===== config.mk =====
export PLATFORM = sky130hd
export DESIGN_NAME = shift_reg_univ
export DESIGN_NICKNAME = d
export VERILOG_FILES = /design/src/rtl/shift_reg_univ.sv
export SDC_FILE = /design/constraint.sdc
export NUM_CORES = 1
export LEC_CHECK = 0
export CAP_MARGIN = 20
export CELL_PAD_IN_SITES_DETAIL_PLACEMENT = 1
export CELL_PAD_IN_SITES_GLOBAL_PLACEMENT = 1
export CORE_AREA = 2 2 66 43
export CTS_BUF_LIST = sky130_fd_sc_hd__clkbuf_4 sky130_fd_sc_hd__clkbuf_8 sky130_fd_sc_hd__clkbuf_16
export DETAILED_ROUTE_END_ITERATION = 8
export DIE_AREA = 0 0 68 45
export HOLD_SLACK_MARGIN = 0.12
export PLACE_DENSITY_LB_ADDON = 0.1
export SLEW_MARGIN = 20
export SYNTH_ARGS = -nofsm -noshare
export SYNTH_HDL_FRONTEND = slang
export SYNTH_SLANG_ARGS = --single-unit

===== constraint.sdc =====
create_clock -name clk -period 1.6 [get_ports clk]
set_clock_uncertainty 0.05 [all_clocks]
set_input_delay 0.24 -clock clk [delete_from_list [all_inputs] [get_ports clk]]
set_output_delay 0.24 -clock clk [all_outputs]
set_load 0.02 [all_outputs]

===== src/rtl/shift_reg_univ.sv =====
// Universal 4-mode shift register (hold / right / left / load) with a frame counter.
// frame_done pulses for one cycle after every WIDTH-th shift of the current frame.
module shift_reg_univ #(
   parameter int WIDTH = 8,
   parameter int CW    = 4
) (
   input  logic             clk,
   input  logic             rst_n,
   input  logic [1:0]       mode,
   input  logic             sr_in,
   input  logic             sl_in,
   input  logic [WIDTH-1:0] d_in,
   output logic [WIDTH-1:0] q,
   output logic             so_r,
   output logic             so_l,
   output logic [CW-1:0]    shift_cnt,
   output logic             frame_done
);

   localparam logic [1:0]    MODE_HOLD  = 2'b00;
   localparam logic [1:0]    MODE_RIGHT = 2'b01;
   localparam logic [1:0]    MODE_LEFT  = 2'b10;
   localparam logic [1:0]    MODE_LOAD  = 2'b11;
   localparam logic [CW-1:0] CNT_ZERO   = {CW{1'b0}};
   localparam logic [CW-1:0] CNT_ONE    = {{(CW-1){1'b0}}, 1'b1};
   localparam logic [CW-1:0] CNT_LAST   = CW'(WIDTH - 1);

   logic [WIDTH-1:0] r_q;
   logic [CW-1:0]    r_cnt;
   logic             r_frame_done;

   logic [WIDTH-1:0] w_q_nxt;
   logic [CW-1:0]    w_cnt_nxt;
   logic             w_frame_done_nxt;
   logic             w_shift;

   // Next-state: data path by mode, then the shared frame counter for either shift direction.
   always_comb begin
      w_q_nxt          = r_q;
      w_cnt_nxt        = r_cnt;
      w_frame_done_nxt = 1'b0;
      w_shift          = 1'b0;
      case (mode)
         MODE_HOLD: begin
            w_q_nxt = r_q;
         end
         MODE_RIGHT: begin
            w_q_nxt = {sr_in, r_q[WIDTH-1:1]};
            w_shift = 1'b1;
         end
         MODE_LEFT: begin
            w_q_nxt = {r_q[WIDTH-2:0], sl_in};
            w_shift = 1'b1;
         end
         MODE_LOAD: begin
            w_q_nxt   = d_in;
            w_cnt_nxt = CNT_ZERO;
         end
         default: begin
            w_q_nxt = r_q;
         end
      endcase

      if (w_shift) begin
         if (r_cnt == CNT_LAST) begin
            w_cnt_nxt        = CNT_ZERO;
            w_frame_done_nxt = 1'b1;
         end else begin
            w_cnt_nxt        = r_cnt + CNT_ONE;
            w_frame_done_nxt = 1'b0;
         end
      end else begin
         w_frame_done_nxt = 1'b0;
      end
   end

   // State registers with synchronous active-low reset.
   always_ff @(posedge clk) begin
      if (!rst_n) begin
         r_q          <= {WIDTH{1'b0}};
         r_cnt        <= CNT_ZERO;
         r_frame_done <= 1'b0;
      end else begin
         r_q          <= w_q_nxt;
         r_cnt        <= w_cnt_nxt;
         r_frame_done <= w_frame_done_nxt;
      end
   end

   assign q          = r_q;
   assign so_r       = r_q[0];
   assign so_l       = r_q[WIDTH-1];
   assign shift_cnt  = r_cnt;
   assign frame_done = r_frame_done;

endmodule


==> metrics <==
Num Clock Sinks=13; initial antenna violation count=0; worst-case vdd ir drop=0.3507 mV; Syn Inst Count=between 70 and 80; post-synthesis adder-cell area fraction=7.692%; clk buf depth=2; CP cell instances=clkdlybuf4s50_1; Synthesized Nets=95; Fill cells=281; DRC=0; XOR/XNOR share of the synthesized area=0%; DIE AREA=3060 um^2; Lkg Pwr=~0.50 nW; worst rel slew slack=77.84%; synthesis-to-layout area growth=66.54%; core area=about 2400 um^2; Final Cycle Share=about 97%; WL per Instance=14.63 um; vias after detailed routing=702; Starting Density=26.92%; post-synthesis compound-gate area fraction=32.69%; number of enable flip-flop cells after synthesis=0; Yosys warning count=0; grt ovf=0; top achievable clock speed=0.6465 GHz; die width=approximately 70 um; largest family of logic cells by synthesized area=compound AO/OA/AOI/OAI gates; drt pass-1 iters=4; status=completed; I/O pins=29; clock root buffer=clkbuf_8; DP Worst Slack=-0.2280 ns; Vias/cell=4.875; CP top delay family=buffers and inverters; ant diodes=0; cell row count=14; vias in the first global route=between 600 and 700; MaxCap Viol Count=0; mux contribution to synthesized area=0%; Synth Register Bits=13; CP max stage cell=clkdlybuf4s50_1; layout cells sized above 1=14.29%; Crit Path Category=flop to output pin; largest net degree at the start of global routing=15; worst hold path type=flop to flop; Slew Viols, Final=0; RePlAce Congestion=0.8186; Distinct cells, synth=21; htree depth=1; minimum clock period after layout=1.547 ns; Setup TNS=0 ns; Data arrival, critical path=1.26 ns; ys async rst share=0%; CTS tree=done; Final Worst Setup Slack=between 0.05 and 0.06 ns; first-pass GRT wire length=3298 um; Synth Area in Simple Gates=12.69%; Initial DRC Count=20; DPL Wire Length=1565 um; sequential element share of the synthesized area=40.00%; Synth Flop Type=dfxtp_1; Mapped Avg Cell Area=8.450 um^2; Port Buffers=28; layout net count=131; CP required=roughly 1.3 ns; mapped cell area=650.6 um^2; multi-input logic area=364.1 um^2; power consumption=0.8882 mW; Clk pin slew, worst setup/hold paths=about 0.05 ns; register area=260.3 um^2; CTS Buf Count=3; CP max stage delay=0.63 ns; worst-path fanout max=4; CTS Hold Bufs=0; Routed Antenna Nets=0; clk_lat worst skew=0.24 ns; Critical Path Source Type=flop; RSZ-0062 raised after global routing=no; element type at the critical path end=output pin; Buf+Inv Stages, Crit Path=1; final setup vio count=0; Pwr Density=819.7 nW/um^2; final wirelength=2106 um; Worst Tran Pin Value=between 0.3 and 0.4 ns; GRT Util Overall=between 10 and 15%; Die Span Y=45 um; Hold Violations, Final=0
## cells in the final DEF (no fill, tap or decap), drive strengths merged
cell	n
buf	8
a221oi	2
dlymetal6s2s	6
a21oi	16
a22oi	7
nand2b	1
clkbuf	4
inv	4
a31oi	1
nand3b	1
nand3	2
clkdlybuf4s50	22
or3	1
and3b	1
o21ai	9
ha	4
nand2	4
nor2	2
a2111o	1
and3	1
dfxtp	13
nor2b	2
## report_power, final
part           switching, mW  leakage, nW  internal, mW
combinational          0.102        0.365         0.112
sequential            0.0225        0.107         0.344
clock                  0.115       0.0262         0.193
## cells by family after synthesis
kind of cell / Yosys count
adder cells (fa/ha/maj): 4
AO/OA/AOI/OAI: 36
buffers and inverters: 9
flip-flops: 13
AND/OR/NAND/NOR: 15
## cells in the mapped netlist, types with 2 or more instances
library cell	n	area share [%]
a21oi_1	16	12
dfxtp_1	13	40
o21ai_0	9	6.9
a22oi_1	7	8.1
ha_1	4	7.7
inv_1	4	2.3
nand2_1	4	2.3
buf_2	3	2.3
a221oi_1	2	2.7
buf_4	2	2.3
nand3_1	2	1.5
nor2b_1	2	1.9
## worst paths after layout
check | startpoint | end | slack (ns) | cells past startpoint
min reg2reg | q[1]$_SDFFE_PN0P_ | q[0]$_SDFFE_PN0P_ | 0.45 | 2
min | q[1]$_SDFFE_PN0P_ | q[0]$_SDFFE_PN0P_ | 0.45 | 2
max reg2reg | shift_cnt[0]$_SDFFE_PN0P_ | shift_cnt[0]$_SDFFE_PN0P_ | 0.23 | 4
max | q[4]$_SDFFE_PN0P_ | q[4] | 0.05 | 1
## metrics by stage
| stage | hold slack [ns] | instances | cell area [um^2] | utilization (%) |
|---|---|---|---|---|
| 5_1_grt | 0.4832 | 144 | 1084 | 44.82 |
| 3_5_place_dp | 0.4483 | 140 | 1001 | 41.41 |
| 3_3_place_gp | 0.4457 | 140 | 1001 | 41.41 |
| 6_report | 0.4508 | 144 | 1084 | 44.82 |
| 4_1_cts | 0.4542 | 144 | 1050 | 43.43 |
| 2_1_floorplan | 0.3280 | 77 | 650.6 | - |
## registers in the layout (all words and copies together) (netlist names)
name and flops:
frame_done 1, q 8, shift_cnt 4
## cell type report
class / instances / area share, %
clock buffer: 4 / 4.503
inverter: 4 / 1.386
multi-input combinational: 55 / 33.60
sequential: 13 / 24.02
tap: 32 / 3.695
timing repair buffer: 36 / 32.79
## tightest hold or removal path, stage by stage, from the launching register on
cell	delay (ns)
dfxtp_1	0.33
nand2_1	0.06
a21oi_1	0.06
## timing repair
| item | in CTS | in global routing |
|---|---|---|
| buffers inserted | 0 | 0 |
| resized for setup | 0 | 9 |
| setup endpoints to repair | 0 | 17 |
## metal layers
layer / part of all wire [%] / track usage, %
met1: 50 / 21.57
met2: 43 / 21.75
met5: 0 / 0
met3: 6.7 / 5.486
met4: 0.57 / 2.400
(Power assumes the default switching activity.)
==> variant: new RTL, same settings <==
Reset style: asynchronous (`rst_n`), changed in one clocked block. Comments in the files are not updated.
--- a/src/rtl/shift_reg_univ.sv
+++ b/src/rtl/shift_reg_univ.sv
@@ -76,5 +76,5 @@
 
    // State registers with synchronous active-low reset.
-   always_ff @(posedge clk) begin
+   always_ff @(posedge clk or negedge rst_n) begin
       if (!rst_n) begin
          r_q          <= {WIDTH{1'b0}};
Check against the original RTL: differs if rst_n is asserted again (counterexample within 4 cycles, from zero or initial values and one cycle with rst_n low); with rst_n held inactive, the same outputs for 10 cycles.
==> variant against the original RTL <==
First-iteration DRC count decreased by 35%; non-clock buffer count grew 4; synthesized area grew 5.8%; routed wire length fell by 3.1%; sequential power increased by 20%; count of clock-buffer cells in the layout is the same; final cell count shrank 4.9%; total power rose by 28%; sequential share of layout area rose by 3.9 points; worst setup slack got worse by 0.022 ns; synthesized cell count decreased by 13%; sequential cell count unchanged; design area rose by 7.4%; critical endpoint is now q[6].
==> variant: results (changes against the original RTL) <==
- Placed standard-cell area: 1080 um^2 (+8.0%)
- Worst hold path type: input port to async pin
- Least-Margin Pin Slew: 0.243 ns (-0.0885 ns)
- Worst EP arrival: 1.28 ns (+0.02 ns)
- Seq/Total Area, Yosys: 47.3% (+7.3 points)
- DR vias: 686 (-2.3%)
- Detail Route met3 WL: 132 um (-7.0%)
- Async S/R FF share, synth: 100% (+100 points)
- Most frequent cells after synthesis: a22oi_1 (16), dfrtp_1 (13), o21ai_0 (12), clkbuf_1 (4), ha_1 (4)
- Distinct cells, synth: 18 (-14%)
- Dpl ws: -0.314 ns (-0.0859 ns)
- Top_reg_cell synth: dfrtp_1
- Mapped Nets: 85 (-11%)
- Status: finished clean
- Fillers: 273 (-2.8%)
- Detailed placer's ending HPWL: 1.53 mm (-2.5%)
- Layout cells sized above 1: 20.0% (+5.7 points)
- CTS H-tree lvls: 1 (unchanged)
- Largest net degree at the start of global routing: 14 (-1)
- VDD IR max: 0.000328 V (-6.6%)
- Met2 WL: 894 um (-1.4%)
- Synth area leaders: dfrtp_1 (47%), a22oi_1 (17%), o21ai_0 (8.7%)
- Synth Area in Compound Gates: 28.0% (-4.7 points)
- Starting DRC count in detailed routing: 13 (-35%)
- Worst Setup SP: q[6]
- First-pass GRT wire length: 3.39 mm (+2.9%)
- Worst r2r src: shift_cnt[0]
- Avg WL per Cell: 14.9 um (+1.9%)
- Gp weighted congestion: 0.805 (-1.7%)
-- variant: per-layer routing --
layer / global-route usage, % / vias up
met5: 0 / -
met4: 8.40 / 0
met3: 4.74 / 4
met2: 23.9 / 25
met1: 21.2 / 336
li1: - / 321
-- variant: worst paths after layout --
| check | slack (ns) | endpoint | cells past startpoint |
|---|---|---|---|
| max | 0.03 | q[6] | 1 |
| min | 0.24 | shift_cnt[1] | 2 |
| max reg2reg | 0.15 | shift_cnt[3] | 3 |
| min reg2reg | 0.51 | shift_cnt[1] | 2 |
| max in group asynchronous | 1.08 | shift_cnt[0] | 2 |
| min in group clk | 0.51 | shift_cnt[1] | 2 |
-- variant: cell type report --
class                   count  area share (%)
multi-input cells          45            28.7
clock buffers               4            4.19
well taps                  32            3.44
flip-flops and latches     13            28.0
repair buffers             40            34.7
inverters                   3           0.968
-- variant: kinds of logic after synthesis --
group,after synthesis
AND/OR/NAND/NOR,11
flip-flops,13
adder cells (fa/ha/maj),4
buffers and inverters,9
AO/OA/AOI/OAI,30
-- variant: where the power goes --
part	switching (uW)	internal [uW]	total, uW
Combinational	179	194	373
Sequential	59.9	380	440
Clock	133	193	326
-- variant: stage by stage --
| step | utilization [%] | cells | total power [uW] |
|---|---|---|---|
| floorplan | - | 67 | 611 |
| CTS | 47.2 | 137 | 1160 |
| global placement | 44.7 | 133 | 821 |
| finish | 48.1 | 137 | 1140 |
| global route | 48.1 | 137 | 1200 |
| detailed placement | 44.7 | 133 | 825 |
